--- config.mk ---
export PLATFORM = sky130hd
export DESIGN_NAME = alu_exec_unit
export DESIGN_NICKNAME = d
export VERILOG_FILES = /design/src/rtl/alu_exec_unit_pkg.sv /design/src/rtl/div_iter_core.sv /design/src/rtl/alu_exec_unit.sv
export SDC_FILE = /design/constraint.sdc
export NUM_CORES = 1
export LEC_CHECK = 0
export CELL_PAD_IN_SITES_DETAIL_PLACEMENT = 0
export CELL_PAD_IN_SITES_GLOBAL_PLACEMENT = 1
export CORE_AREA = 2 2 145 147
export CTS_CLUSTER_DIAMETER = 80
export DETAILED_ROUTE_END_ITERATION = 7
export DIE_AREA = 0 0 147 149
export PLACE_DENSITY = 0.95
export SLEW_MARGIN = 30
export SYNTH_ARGS = -nofsm -noshare
export SYNTH_HDL_FRONTEND = slang
export SYNTH_HIERARCHICAL = 1
export SYNTH_SLANG_ARGS = --single-unit
--- constraint.sdc ---
create_clock -name clk -period 5.5 [get_ports clk]
set_input_delay 0.825 -clock clk [delete_from_list [all_inputs] [get_ports clk]]
set_output_delay 0.825 -clock clk [all_outputs]
set_load 0.02 [all_outputs]
--- src/rtl/alu_exec_unit_pkg.sv ---
// -----------------------------------------------------------------------------
// alu_exec_unit_pkg
// Shared constants for the execute stage: the opcode map seen by the flag
// control unit and the two FSM state encodings of the top-level sequencer.
// No ports; imported by alu_exec_unit.
// -----------------------------------------------------------------------------
package alu_exec_unit_pkg;

    // Opcode map. DIV sits at 4'b0011; 4'b1000..4'b1111 are undefined and
    // complete in one cycle with a zero result.
    localparam logic [3:0] OP_ADD = 4'b0000;
    localparam logic [3:0] OP_SUB = 4'b0001;
    localparam logic [3:0] OP_AND = 4'b0010;
    localparam logic [3:0] OP_DIV = 4'b0011;
    localparam logic [3:0] OP_OR  = 4'b0100;
    localparam logic [3:0] OP_XOR = 4'b0101;
    localparam logic [3:0] OP_SHL = 4'b0110;
    localparam logic [3:0] OP_SHR = 4'b0111;

    // Sequencer states.
    localparam logic [0:0] S_IDLE = 1'b0;
    localparam logic [0:0] S_DIV  = 1'b1;

endpackage

--- src/rtl/div_iter_core.sv ---
// -----------------------------------------------------------------------------
// div_iter_core
// Restoring divider datapath: remainder/quotient shift registers plus one
// subtractor. Sequencing (iteration count, completion) lives in the parent.
//
// Ports
//   clk          in   clock
//   rst          in   synchronous active-high reset
//   i_load       in   capture dividend/divisor, clear partial remainder
//   i_step       in   perform one restoring iteration
//   i_dividend   in   WIDTH  dividend
//   i_divisor    in   WIDTH  divisor (non-zero when stepping)
//   o_quotient   out  WIDTH  quotient as it will be after the current step
//   o_remainder  out  WIDTH  remainder as it will be after the current step
//
// The outputs are the post-step values so the parent can capture the final
// quotient/remainder on the same edge that performs the last iteration.
// -----------------------------------------------------------------------------
module div_iter_core #(
    parameter int WIDTH = 16
) (
    input  logic             clk,
    input  logic             rst,
    input  logic             i_load,
    input  logic             i_step,
    input  logic [WIDTH-1:0] i_dividend,
    input  logic [WIDTH-1:0] i_divisor,
    output logic [WIDTH-1:0] o_quotient,
    output logic [WIDTH-1:0] o_remainder
);

    logic [WIDTH-1:0] r_rem;
    logic [WIDTH-1:0] r_quot;
    logic [WIDTH-1:0] r_divisor;

    logic [WIDTH:0]   w_shifted;
    logic             w_neg;
    logic [WIDTH-1:0] w_rem_step;
    logic [WIDTH-1:0] w_quot_step;

    // Shift the next dividend bit into the partial remainder. The shifted
    // value needs WIDTH+1 bits; the trial subtraction is negative exactly
    // when it is below the divisor, in which case the shifted value is kept
    // (restore). Either way the surviving remainder fits in WIDTH bits, so
    // the low-WIDTH-bit subtraction is exact.
    assign w_shifted   = {r_rem, r_quot[WIDTH-1]};
    assign w_neg       = (w_shifted < {1'b0, r_divisor});
    assign w_rem_step  = w_neg ? w_shifted[WIDTH-1:0]
                               : (w_shifted[WIDTH-1:0] - r_divisor);
    assign w_quot_step = {r_quot[WIDTH-2:0], ~w_neg};

    assign o_quotient  = w_quot_step;
    assign o_remainder = w_rem_step;

    always_ff @(posedge clk) begin
        if (rst) begin
            r_rem     <= '0;
            r_quot    <= '0;
            r_divisor <= '0;
        end else if (i_load) begin
            r_rem     <= '0;
            r_quot    <= i_dividend;
            r_divisor <= i_divisor;
        end else if (i_step) begin
            r_rem     <= w_rem_step;
            r_quot    <= w_quot_step;
        end
    end

endmodule

--- src/rtl/alu_exec_unit.sv ---
// -----------------------------------------------------------------------------
// alu_exec_unit
// Sequential execute stage feeding the flag control unit. One operation is
// accepted per start pulse while idle. Logic, add/sub and shift ops finish
// in one cycle; DIV runs WIDTH restoring iterations in div_iter_core.
//
// Ports
//   clk          in   clock
//   rst          in   synchronous active-high reset (aborts a running DIV)
//   start        in   request, accepted only when busy==0
//   opcode       in   4      operation code
//   src1         in   WIDTH  operand A / dividend
//   src2         in   WIDTH  operand B / divisor
//   busy         out  DIV in progress; start ignored
//   out_valid    out  one-cycle completion pulse
//   result       out  WIDTH  result or quotient (held)
//   remainder    out  WIDTH  DIV remainder, 0 for other ops (held)
//   carry_out    out  carry / borrow / shifted-out bit (held)
//   op_out       out  4      opcode of the completed op (held)
//   src2_out     out  WIDTH  src2 of the completed op (held)
//   div_by_zero  out  pulse with out_valid when DIV had src2==0
// -----------------------------------------------------------------------------
module alu_exec_unit
    import alu_exec_unit_pkg::*;
#(
    parameter int WIDTH = 16,
    parameter int CNT_W = 5
) (
    input  logic             clk,
    input  logic             rst,
    input  logic             start,
    input  logic [3:0]       opcode,
    input  logic [WIDTH-1:0] src1,
    input  logic [WIDTH-1:0] src2,
    output logic             busy,
    output logic             out_valid,
    output logic [WIDTH-1:0] result,
    output logic [WIDTH-1:0] remainder,
    output logic             carry_out,
    output logic [3:0]       op_out,
    output logic [WIDTH-1:0] src2_out,
    output logic             div_by_zero
);

    logic [0:0]       r_state;
    logic [CNT_W-1:0] r_cnt;
    logic [WIDTH-1:0] r_div_src2;
    logic             r_valid;
    logic             r_dbz;
    logic [WIDTH-1:0] r_result;
    logic [WIDTH-1:0] r_rem;
    logic             r_carry;
    logic [3:0]       r_op_out;
    logic [WIDTH-1:0] r_src2_out;

    logic             w_is_div;
    logic             w_div_zero;
    logic             w_div_load;
    logic             w_div_step;
    logic [WIDTH:0]   w_sum;
    logic [WIDTH:0]   w_diff;
    logic [WIDTH-1:0] w_alu_result;
    logic             w_alu_carry;
    logic [WIDTH-1:0] w_quot;
    logic [WIDTH-1:0] w_rem;

    assign w_is_div   = (opcode == OP_DIV);
    assign w_div_zero = (src2 == '0);
    assign w_div_load = start && (r_state == S_IDLE) && w_is_div && !w_div_zero;
    assign w_div_step = (r_state == S_DIV);

    // WIDTH+1-bit add/sub: the top bit is the carry for ADD and the borrow
    // for SUB (a wrapped difference sets it exactly when src1 < src2).
    assign w_sum  = {1'b0, src1} + {1'b0, src2};
    assign w_diff = {1'b0, src1} - {1'b0, src2};

    always_comb begin
        w_alu_result = '0;
        w_alu_carry  = 1'b0;
        case (opcode)
            OP_ADD: {w_alu_carry, w_alu_result} = w_sum;
            OP_SUB: {w_alu_carry, w_alu_result} = w_diff;
            OP_AND: w_alu_result = src1 & src2;
            OP_OR:  w_alu_result = src1 | src2;
            OP_XOR: w_alu_result = src1 ^ src2;
            OP_SHL: {w_alu_carry, w_alu_result} = {src1, 1'b0};
            OP_SHR: {w_alu_result, w_alu_carry} = {1'b0, src1};
            default: begin
                // DIV is handled by the sequencer; 1xxx opcodes yield zero.
                w_alu_result = '0;
                w_alu_carry  = 1'b0;
            end
        endcase
    end

    div_iter_core #(
        .WIDTH (WIDTH)
    ) u_div_core (
        .clk         (clk),
        .rst         (rst),
        .i_load      (w_div_load),
        .i_step      (w_div_step),
        .i_dividend  (src1),
        .i_divisor   (src2),
        .o_quotient  (w_quot),
        .o_remainder (w_rem)
    );

    always_ff @(posedge clk) begin
        if (rst) begin
            r_state    <= S_IDLE;
            r_cnt      <= '0;
            r_div_src2 <= '0;
            r_valid    <= 1'b0;
            r_dbz      <= 1'b0;
            r_result   <= '0;
            r_rem      <= '0;
            r_carry    <= 1'b0;
            r_op_out   <= '0;
            r_src2_out <= '0;
        end else begin
            r_valid <= 1'b0;
            r_dbz   <= 1'b0;
            case (r_state)
                S_IDLE: begin
                    if (start) begin
                        if (w_is_div && !w_div_zero) begin
                            // Iterations run in the WIDTH cycles after accept.
                            r_state    <= S_DIV;
                            r_cnt      <= CNT_W'(WIDTH);
                            r_div_src2 <= src2;
                        end else begin
                            r_valid    <= 1'b1;
                            r_op_out   <= opcode;
                            r_src2_out <= src2;
                            if (w_is_div) begin
                                // Divide by zero: all-ones quotient, dividend
                                // passed through as the remainder.
                                r_dbz    <= 1'b1;
                                r_result <= '1;
                                r_rem    <= src1;
                                r_carry  <= 1'b0;
                            end else begin
                                r_result <= w_alu_result;
                                r_rem    <= '0;
                                r_carry  <= w_alu_carry;
                            end
                        end
                    end
                end
                S_DIV: begin
                    r_cnt <= r_cnt - CNT_W'(1);
                    if (r_cnt == CNT_W'(1)) begin
                        // Last iteration: capture the post-step core values.
                        r_state    <= S_IDLE;
                        r_valid    <= 1'b1;
                        r_result   <= w_quot;
                        r_rem      <= w_rem;
                        r_carry    <= 1'b0;
                        r_op_out   <= OP_DIV;
                        r_src2_out <= r_div_src2;
                    end
                end
                default: r_state <= S_IDLE;
            endcase
        end
    end

    assign busy        = (r_state == S_DIV);
    assign out_valid   = r_valid;
    assign div_by_zero = r_dbz;
    assign result      = r_result;
    assign remainder   = r_rem;
    assign carry_out   = r_carry;
    assign op_out      = r_op_out;
    assign src2_out    = r_src2_out;

endmodule

==> impl_results.md, run 1 <==
- GRT Total Usage: 30.2%
- GP Congestion: 1.03
- Hold_sp: op_out[2]
- Via/cell ratio: 6.18
- Crit path time final: 3.74 ns
- Hold depth: 2
- Met1 Usage GRT: 42.2%
- Worst-path clk slew: 0.06 ns
- Crit path DAT: 4.07 ns
- Antenna violations before repair: 0
- Clock sinks: 125
- EDFF count, synth: 0
- Final Cycle Share: 68.0%
- Startpoint Class: input pin
- Area of placed instances: 0.0103 mm^2
- Commonest non-fill, non-tap cells in the layout: nor2_1 (176), dfxtp_1 (124), a21oi_1 (101)
- Reg2reg path depth: 13
- Leak: 4.33 nW
- TritonCTS Buffers: 17
- Width of the die: 147 um
- Die height: 149 um
- Total power: 2.92 mW
- Adder-cell share of the synthesized area: 9.82%
- Cts hold-fix bufs: 0
- Top_reg_cell synth: dfxtp_1
- RR Startpoint: u_div_core/r_quot[15]
- CTS tree: built
- Number of global-route vias before repair: 8788
- Fin. Hold Viols: 0
- Area Growth Syn to Fin: 16.2%
- Routing usage on met2: 45.9%
- Cells after synthesis: 1210
- Post-CTS Setup Inserts: 0
- Setup TNS Final: 0 ns
- Largest net degree at the start of global routing: 83
- Clk Latency, worst-skew pair: 0.43 ns
- FP Rows: 53
- Die area: 0.0219 mm^2
- IO Port Bufs: 94
- R2R Path End: remainder[14]
- Grt ovf: 0
- # H-tree levels: 4
- Crit Path Max Fanout: 39
- Post-Syn Nets: 1321
- Final setup violation count: 0
- Syn Area/Cell: 7.77 um^2
- # diodes: 0
- Post-CTS sizing: 0
- Setup Skew: 0.0111 ns
- Final antenna-violating net count: 0
- Drt total wl: 33.5 mm
- Seq/Total Area, Yosys: 26.6%
- Starting Density: 45.7%
- Yosys warns: 6
- PwrDens: 267 mW/mm^2
- M3 GR Usage: 6.94%
- Commonest non-fill, non-tap cell in the layout: nor2_1
- CTS root buffer: clkbuf_16
- Core ar.: 0.0206 mm^2
- Final nets: 1348
- Async SR Flop Fraction: 0%
- VDD IR max: 0.000226 V
- DR iter-0 viols: 1197
- Post-DP HPWL: 24.4 mm
- Place WS: 1.35 ns
- Largest family of logic cells by synthesized area: compound AO/OA/AOI/OAI gates
- Post-Synth XOR/XNOR Area: 1.49%
- DR DRC count: 0
- Max-capacitance violation count: 0
- Clock Path Buffers: 2
- Syn Std Cell Area: 0.00940 mm^2
- Critical path class: in2reg
- Top Usage Layer GRT: met2
- R2R Setup Slk: 2.10 ns
- Layout cell share with drive strength beyond 1: 6.73%
- Crit. End Element: flip-flop
- WP data required: 5.84 ns
- WHS Endpoint: op_out[2]
- Unrepaired setup endpoints after global routing: false
- Synth Area in Simple Gates: 19.6%
- Drt wl/cell: 22.0 um
- Worst-Margin Slew: 0.930 ns
- Synth cell types: 87
- Synth Area in Compound Gates: 26.7%
- DR vias: 9425
- Hold slack: 0.468 ns
- Outcome: finished clean
- Relative slew margins: 38.0%
- Fin area: 0.0109 mm^2
- Mux cell area share after synthesis: 7.14%
- Global-route wire length before repair: 51.4 mm
- Max frequency: 268 MHz
- Post-route setup slack: 1.76 ns
- Pins over their slew limit: 0
- Drt pass-1 iters: 5
- Hold crit path type: reg2reg
- I/O pin count: 95
- Seq cells post-synth: 125
[worst max-delay path, stage by stage]
cell and delay [ns]:
clkdlybuf4s50_1 0.62, nor4_1 0.43, nand4_1 0.31, a21o_1 0.38, nand2_2 0.62, buf_4 0.48
o21ai_0 0.14, a211oi_1 0.23
[per-stage QoR]
stage | util, % | std cells
2_1_floorplan | - | 1210
3_3_place_gp | 50.0 | 1492
3_5_place_dp | 50.0 | 1492
4_1_cts | 53.1 | 1523
5_1_grt | 53.2 | 1524
6_report | 53.2 | 1524
[state kept, by name, indices dropped and copies added, names as in the netlist, 4 cells and up]
signal / flops
op_out: 4
r_cnt: 5
r_div_src2: 16
remainder: 16
result: 16
src2_out: 16
u_div_core/r_divisor: 16
u_div_core/r_quot: 16
u_div_core/r_rem: 16
[kinds of logic after synthesis]
group	Yosys count
and+or+nand+nor	397
AOI/OAI and AO/OA	360
adders and majority gates	72
muxes	63
DFF	125
xor gates and xnor gates	16
buffers and inverters	177
[how the worst max path moves through the flow]
| stage | start | to | slack [ns] | cells past startpoint |
|---|---|---|---|---|
| 2_1_floorplan | src2[2] | u_div_core/r_rem[13] | 2.54 | 11 |
| 3_3_place_gp | src2[10] | result[13] | 1.42 | 10 |
| 4_1_cts | src2[9] | result[4] | 1.80 | 8 |
| 6_report | src2[9] | result[4] | 1.76 | 8 |
| 5_1_grt | src2[14] | result[4] | 1.60 | 8 |
| 3_5_place_dp | src2[9] | result[4] | 1.35 | 8 |
[Yosys cell counts (all sizes together), types with 15 or more instances]
library cell  instances  share of area (%)
a211oi               49                3.9
a21oi               103                5.6
buf                  59                3.9
clkbuf               42                1.7
dfxtp               125                 27
ha                   69                9.2
inv                  76                3.1
mux2i                51                5.4
nand2                80                3.2
nand3                26                1.4
nor2                177                7.1
nor2b                15                1.0
nor3                 28                1.7
o21ai                49                2.6
o31a                 19                1.8
[power by group]
part	internal [mW]	switching (mW)
Sequential	0.942	0.0261
Clock	0.774	0.456
Combinational	0.270	0.454
Total	1.99	0.936
[metal layers]
metal  up-vias  routed length, um  share of wire [%]
met1      4471              14700                 44
li1       4361                  -                  -
met5         -                  0                  0
met2       510              14400                 43
met3        83               3270                9.7
met4         0               1120                3.3
[cell type report]
cell class | count | area, um^2
timing repair buffer | 109 | 1050
sequential | 125 | 2510
multi-input combinational | 908 | 6110
clock inverter | 12 | 188
inverter | 76 | 288
fill | 1994 | 9630
clock buffer | 19 | 443
tap | 275 | 344
No activity file was read; power rests on OpenSTA's default activity.
==> run 2, diff against run 1 <==
- CORE_AREA: 2 2 145 147 -> 2 2 159 161
- DIE_AREA: 0 0 147 149 -> 0 0 161 163
- PLACE_DENSITY: 0.95 -> 0.85
- clock period: 5.5 -> 3.3 ns (I/O delays scaled with it)
==> run 2 against run 1 <==
  * Core utilization down 3.5 points
  * Final area is 12% higher
  * Wire length is 15% higher
  * Final cell count up 14%
  * Non-clock buffer count is 160 higher
==> impl_results.md, run 2 (synthesized netlist as in run 1, its figures left out) <==
- Outcome: finished clean
- Final Cycle Share: 95.4%
- CTS root buffer: clkbuf_16
- Crit path DAT: 3.44 ns
- Hold crit path type: reg2reg
- Met1 wire length: 18.0 mm
- Hold_sp: op_out[2]
- Width of the die: 161 um
- Leak: 5.12 nW
- VDD IR max: 0.000267 V
- Slowest stage delay, CP: 0.76 ns
- Final setup violation count: 0
- Placed Cells: 1708
- Crit-path slowest cell: clkdlybuf4s50_1
- Via/cell ratio: 5.64
- Starting Density: 38.1%
- Antenna violations before repair: 0
- RR Startpoint: u_div_core/r_quot[15]
- Area of placed instances: 0.0116 mm^2
- Post-route setup slack: 0.151 ns
- Crit path time final: 3.15 ns
- Pins over their slew limit: 0
- Layout Cells excl Fill: 1740
- Worst-Margin Slew: 0.721 ns
- GP Congestion: 0.977
- WP data required: 3.59 ns
- Most frequent CP cell: inv_1
- Max frequency: 318 MHz
- Worst path depth: 11
- Grt ovf: 0
- Top Layer Used: met4
- Critical path class: in2reg
- # H-tree levels: 4
- Fin area: 0.0123 mm^2
- Layout cell share with drive strength beyond 1: 17.4%
- GRT Total Usage: 29.2%
- Core ar.: 0.0247 mm^2
- Hold depth: 2
- Commonest non-fill, non-tap cell in the layout: nor2_1
- Unrepaired setup endpoints after global routing: false
- Post-DP HPWL: 29.9 mm
- I/O pin count: 95
- Startpoint Class: input pin
- Clock Path Buffers: 2
- Drt pass-1 iters: 6
- Reg2reg path depth: 13
- PwrDens: 411 mW/mm^2
- Place WS: -0.250 ns
- Commonest non-fill, non-tap cells in the layout: nor2_1 (177), buf_4 (170), dfxtp_1 (124)
- Area Growth Syn to Fin: 30.3%
- CP Cell Sequence: clkdlybuf4s50_1 -> inv_1 -> ha_1 -> buf_4 -> inv_1 -> nand3_1 -> a2111oi_0 -> o21bai_1 -> xnor2_1 -> a221oi_1 -> o41ai_1
- Cts hold-fix bufs: 0
- Drt total wl: 38.5 mm
- Relative slew margins: 51.9%
- DR iter-0 viols: 900
- Die area: 0.0262 mm^2
- Crit Path Max Fanout: 7
- Setup TNS Final: 0 ns
- CP startpoint: src2[9]
- WL met2: 16.1 mm
- DR DRC count: 0
- # diodes: 0
- Largest net degree at the start of global routing: 69
- Worst-path clk slew: 0.07 ns
- CTS tree: built
- Number of global-route vias before repair: 9369
- DR vias: 9820
- Crit. End Element: flip-flop
- Final antenna-violating net count: 0
- Final nets: 1508
- Hold slack: 0.480 ns
- CP top delay family: buffers and inverters
- Max-capacitance violation count: 0
- Fin. Hold Viols: 0
- Clk Latency, worst-skew pair: 0.43 ns
- Clock sinks: 125
- TritonCTS Buffers: 17
- Setup Skew: 0.0161 ns
- Die height: 163 um
- Met3 Wirelength: 3.11 mm
- IO Port Bufs: 94
- CP Buf/Inv Count: 4
- Global-route wire length before repair: 57.9 mm
- FP Rows: 58
- Drt wl/cell: 22.1 um
run 2: worst register-to-register path: stages (launching register included):
cell       delay (ns)
dfxtp_1          0.31
inv_1            0.08
ha_1             0.18
inv_1            0.06
fa_1             0.40
a21o_1           0.25
a221oi_4         0.26
a21boi_2         0.10
mux2_1           0.36
a2111oi_4        0.30
mux2_4           0.23
nand2_1          0.05
o31a_1           0.15
a211oi_1         0.21
run 2: what timing repair did:
item,CTS,global route
setup buffers,0,0
gates resized for setup,0,4
endpoints found under the setup margin,0,1
run 2: report_power, final:
part,internal (mW),switching (mW),total (mW),leakage (nW)
sequential,1.57,0.0450,1.61,1.02
combinational,0.618,0.832,1.45,3.82
clock,1.14,0.830,1.97,0.286
run 2: cell type report:
type / instances / area (um^2)
multi-input cells: 908 / 6120
flip-flops and latches: 125 / 2510
repair buffers: 269 / 2330
well taps: 330 / 413
clock inverters: 15 / 175
clock buffers: 17 / 425
inverters: 76 / 288
fillers: 2497 / 12400
run 2: layer usage:
| metal | GRT usage [%] | vias to the layer above |
|---|---|---|
| li1 | - | 4680 |
| met1 | 42.9 | 4651 |
| met2 | 43.0 | 428 |
| met3 | 4.74 | 61 |
| met4 | 10.1 | 0 |
| met5 | 0 | - |
run 2: stage by stage:
step                      total power, mW  utilization, %
final                                5.04            49.7
after global routing                 5.23            49.7
after CTS                            5.02            49.6
after detailed placement             3.05            47.1
after global placement               3.07            47.1
after floorplan                      2.45               -
run 2: final timing paths:
| kind | end | slack [ns] |
|---|---|---|
| max | result[13] | 0.15 |
| min | op_out[2] | 0.48 |
| max reg2reg | remainder[14] | 0.25 |
| min reg2reg | op_out[2] | 0.48 |
==> RTL change (flow settings as in run 2) <==
Reset style: asynchronous (`rst`), changed in 2 clocked blocks. Comments in the files are not updated.
--- a/src/rtl/div_iter_core.sv
+++ b/src/rtl/div_iter_core.sv
@@ -54,3 +54,3 @@
 
-    always_ff @(posedge clk) begin
+    always_ff @(posedge clk or posedge rst) begin
         if (rst) begin
--- a/src/rtl/alu_exec_unit.sv
+++ b/src/rtl/alu_exec_unit.sv
@@ -108,3 +108,3 @@
 
-    always_ff @(posedge clk) begin
+    always_ff @(posedge clk or posedge rst) begin
         if (rst) begin
Function: differs if rst is asserted again (counterexample within 4 cycles, from zero or initial values and one cycle with rst high); with rst held inactive, the same outputs for 4 cycles.
==> RTL change against run 2 <==
- worst setup slack better by 0.18 ns
- non-clock buffer count is 66 lower
- sequential cell count stayed put
- area after synthesis is 0.63% higher
- routed wire length is 14% lower
- critical path type is now reg -> reg
- cell area is 3.1% lower
Power is not compared: it rests on default switching activity, and its combinational part moved more than twofold at a synthesized area within 25%.
==> RTL change: results (changes against run 2) <==
async_reset_ff_share_pct: 100  # was 0%
via_per_inst: 5.68  # was 5.64
cts_post_setup_buffers_inserted: 0  # unchanged
seq_area_frac_synth_pct: 33.1  # was 26.6%
grt_usage_pct: 25.5  # was 29.2%
cts_max_level: 4  # unchanged
nets: 1384  # was 1508
reg2reg_setup_slack_ns: 0.33  # was 0.25 ns
cts-resized-gates: 0  # unchanged
pre_cts_ws_ns: -0.0432  # was -0.250 ns
synthFlopType: "dfrtp_1"  # was dfxtp_1
final_max_slew_viol_count: 0  # unchanged
relSlewSlack_pct: 50.8  # was 51.9%
io_buffers: 94  # unchanged
yosys_warnings: 6  # unchanged
globalplace.congestion: 0.946  # was 0.977
peakVddDrop_v: 0.000350
status: "completed"  # unchanged
syn-num-nets: 1248  # was 1321
root_buffer: "clkbuf_16"  # unchanged
ys_types: 85  # was 87
clk_path_buf_depth: 2  # unchanged
leakage_nw: 5.25
clock_latency_ns: 0.43  # about the same
arrival_ns: 3.27  # was 3.44 ns
grt_pass1_wl_mm: 51.5  # was 57.9 mm
synth_edf_count: 0  # unchanged
grt_max_degree: 66  # was 69
grt_pass1_vias: 8925  # was 9369
stdcell_count: 1616  # was 1740
dr.first_iter.drc_count: 834  # was 900
layout-drive-gt1-share_pct: 14.2  # was 17.4%
clk_pin_slew_ns: 0.06
cp_max_fo: 5  # was 7
fin_skew_ns: 0.0108  # was 0.0161 ns
hp-class: "in -> async"  # was reg -> reg
cts-buffers-inserted: 17  # unchanged
fillers: 2436  # was 2497
dp_cells: 1584  # was 1708
synth_area_leaders: "dfrtp_1 (33%), ha_1 (9.1%), o21ai_0 (6.6%)"  # was dfxtp_1 (27%), ha_1 (9.2%), nor2_1 (7.1%)
finalHoldWorstSlack_ns: 0.464  # was 0.480 ns
dp_hpwl_mm: 25.9  # was 29.9 mm
syn-instance-count: 1137  # was 1210
antenna_found_initial: 0  # unchanged
placed_area_mm2: 0.0113  # was 0.0116 mm2
synthTopCellsByCount: "nand2_1 (145), dfrtp_1 (125), o21ai_0 (125), a21oi_1 (82), inv_1 (73)"  # was nor2_1 (177), dfxtp_1 (125), a21oi_1 (101), nand2_1 (78), inv_1 (75)
n_antenna_cell: 0  # unchanged
drt_pass1_iterations: 5  # was 6
routed_wl_mm: 33.1  # was 38.5 mm
-- RTL change: power breakdown --
part	leakage (nW)	switching (mW)	internal, mW
Combinational	3.43	3.54	2.60
Sequential	1.54	0.517	2.23
Clock	0.281	0.750	1.21
Total	5.25	4.80	6.04
-- RTL change: routing by layer --
metal	share of wire (%)	routed length [um]	global-route usage, %
met1	45	14900	34.5
met4	2.9	949	9.50
met3	5.6	1870	4.10
met5	0	0	0
met2	47	15400	41.0
-- RTL change: critical path, cell delays in order (launching register included) --
cell	delay, ns
dfrtp_1	0.41
ha_1	0.38
a21oi_1	0.33
o21ai_0	0.26
nor2_1	0.28
a21boi_4	0.09
nor2_1	0.31
inv_2	0.14
mux2_1	0.34
a21oi_1	0.20
o21ai_0	0.10
-- RTL change: final cells by class --
class	instances	area [um2]	share of cell area, %
well taps	330	413	3.48
repair buffers	203	1800	15.1
flip-flops and latches	125	3130	26.4
clock inverters	14	168	1.41
inverters	77	290	2.44
multi-input cells	849	5640	47.5
clock buffers	18	439	3.70
-- RTL change: path summary, 6_finish.rpt --
| kind | from | endpoint | depth (start not counted) |
|---|---|---|---|
| min in group clk | remainder[1]$_DFFE_PP0P_ | remainder[1]$_DFFE_PP0P_ | 2 |
| hold / removal | rst | src2_out[14]$_DFFE_PP0P_ | 2 |
| max in group asynchronous | rst | u_div_core/r_quot[4]$_DFFE_PP0P_ | 3 |
| setup reg to reg | u_div_core/r_rem[5]$_DFFE_PP0P_ | remainder[2]$_DFFE_PP0P_ | 10 |
| hold reg to reg | remainder[1]$_DFFE_PP0P_ | remainder[1]$_DFFE_PP0P_ | 2 |
| setup / recovery | u_div_core/r_rem[5]$_DFFE_PP0P_ | remainder[2]$_DFFE_PP0P_ | 10 |
-- RTL change: cells by family (layout without fill, tap and decap cells) --
logic type      count (synthesis)  count (layout)  share of synthesized area [%]
flops                         125             125                           33.1
compound gates                378             378                           26.2
xor+xnor                       18              18                           1.67
fa+ha+maj                      72              72                           9.76
simple gates                  328             328                           15.9
buf+inv                       163             312                           7.56
mux                            53              53                           5.86
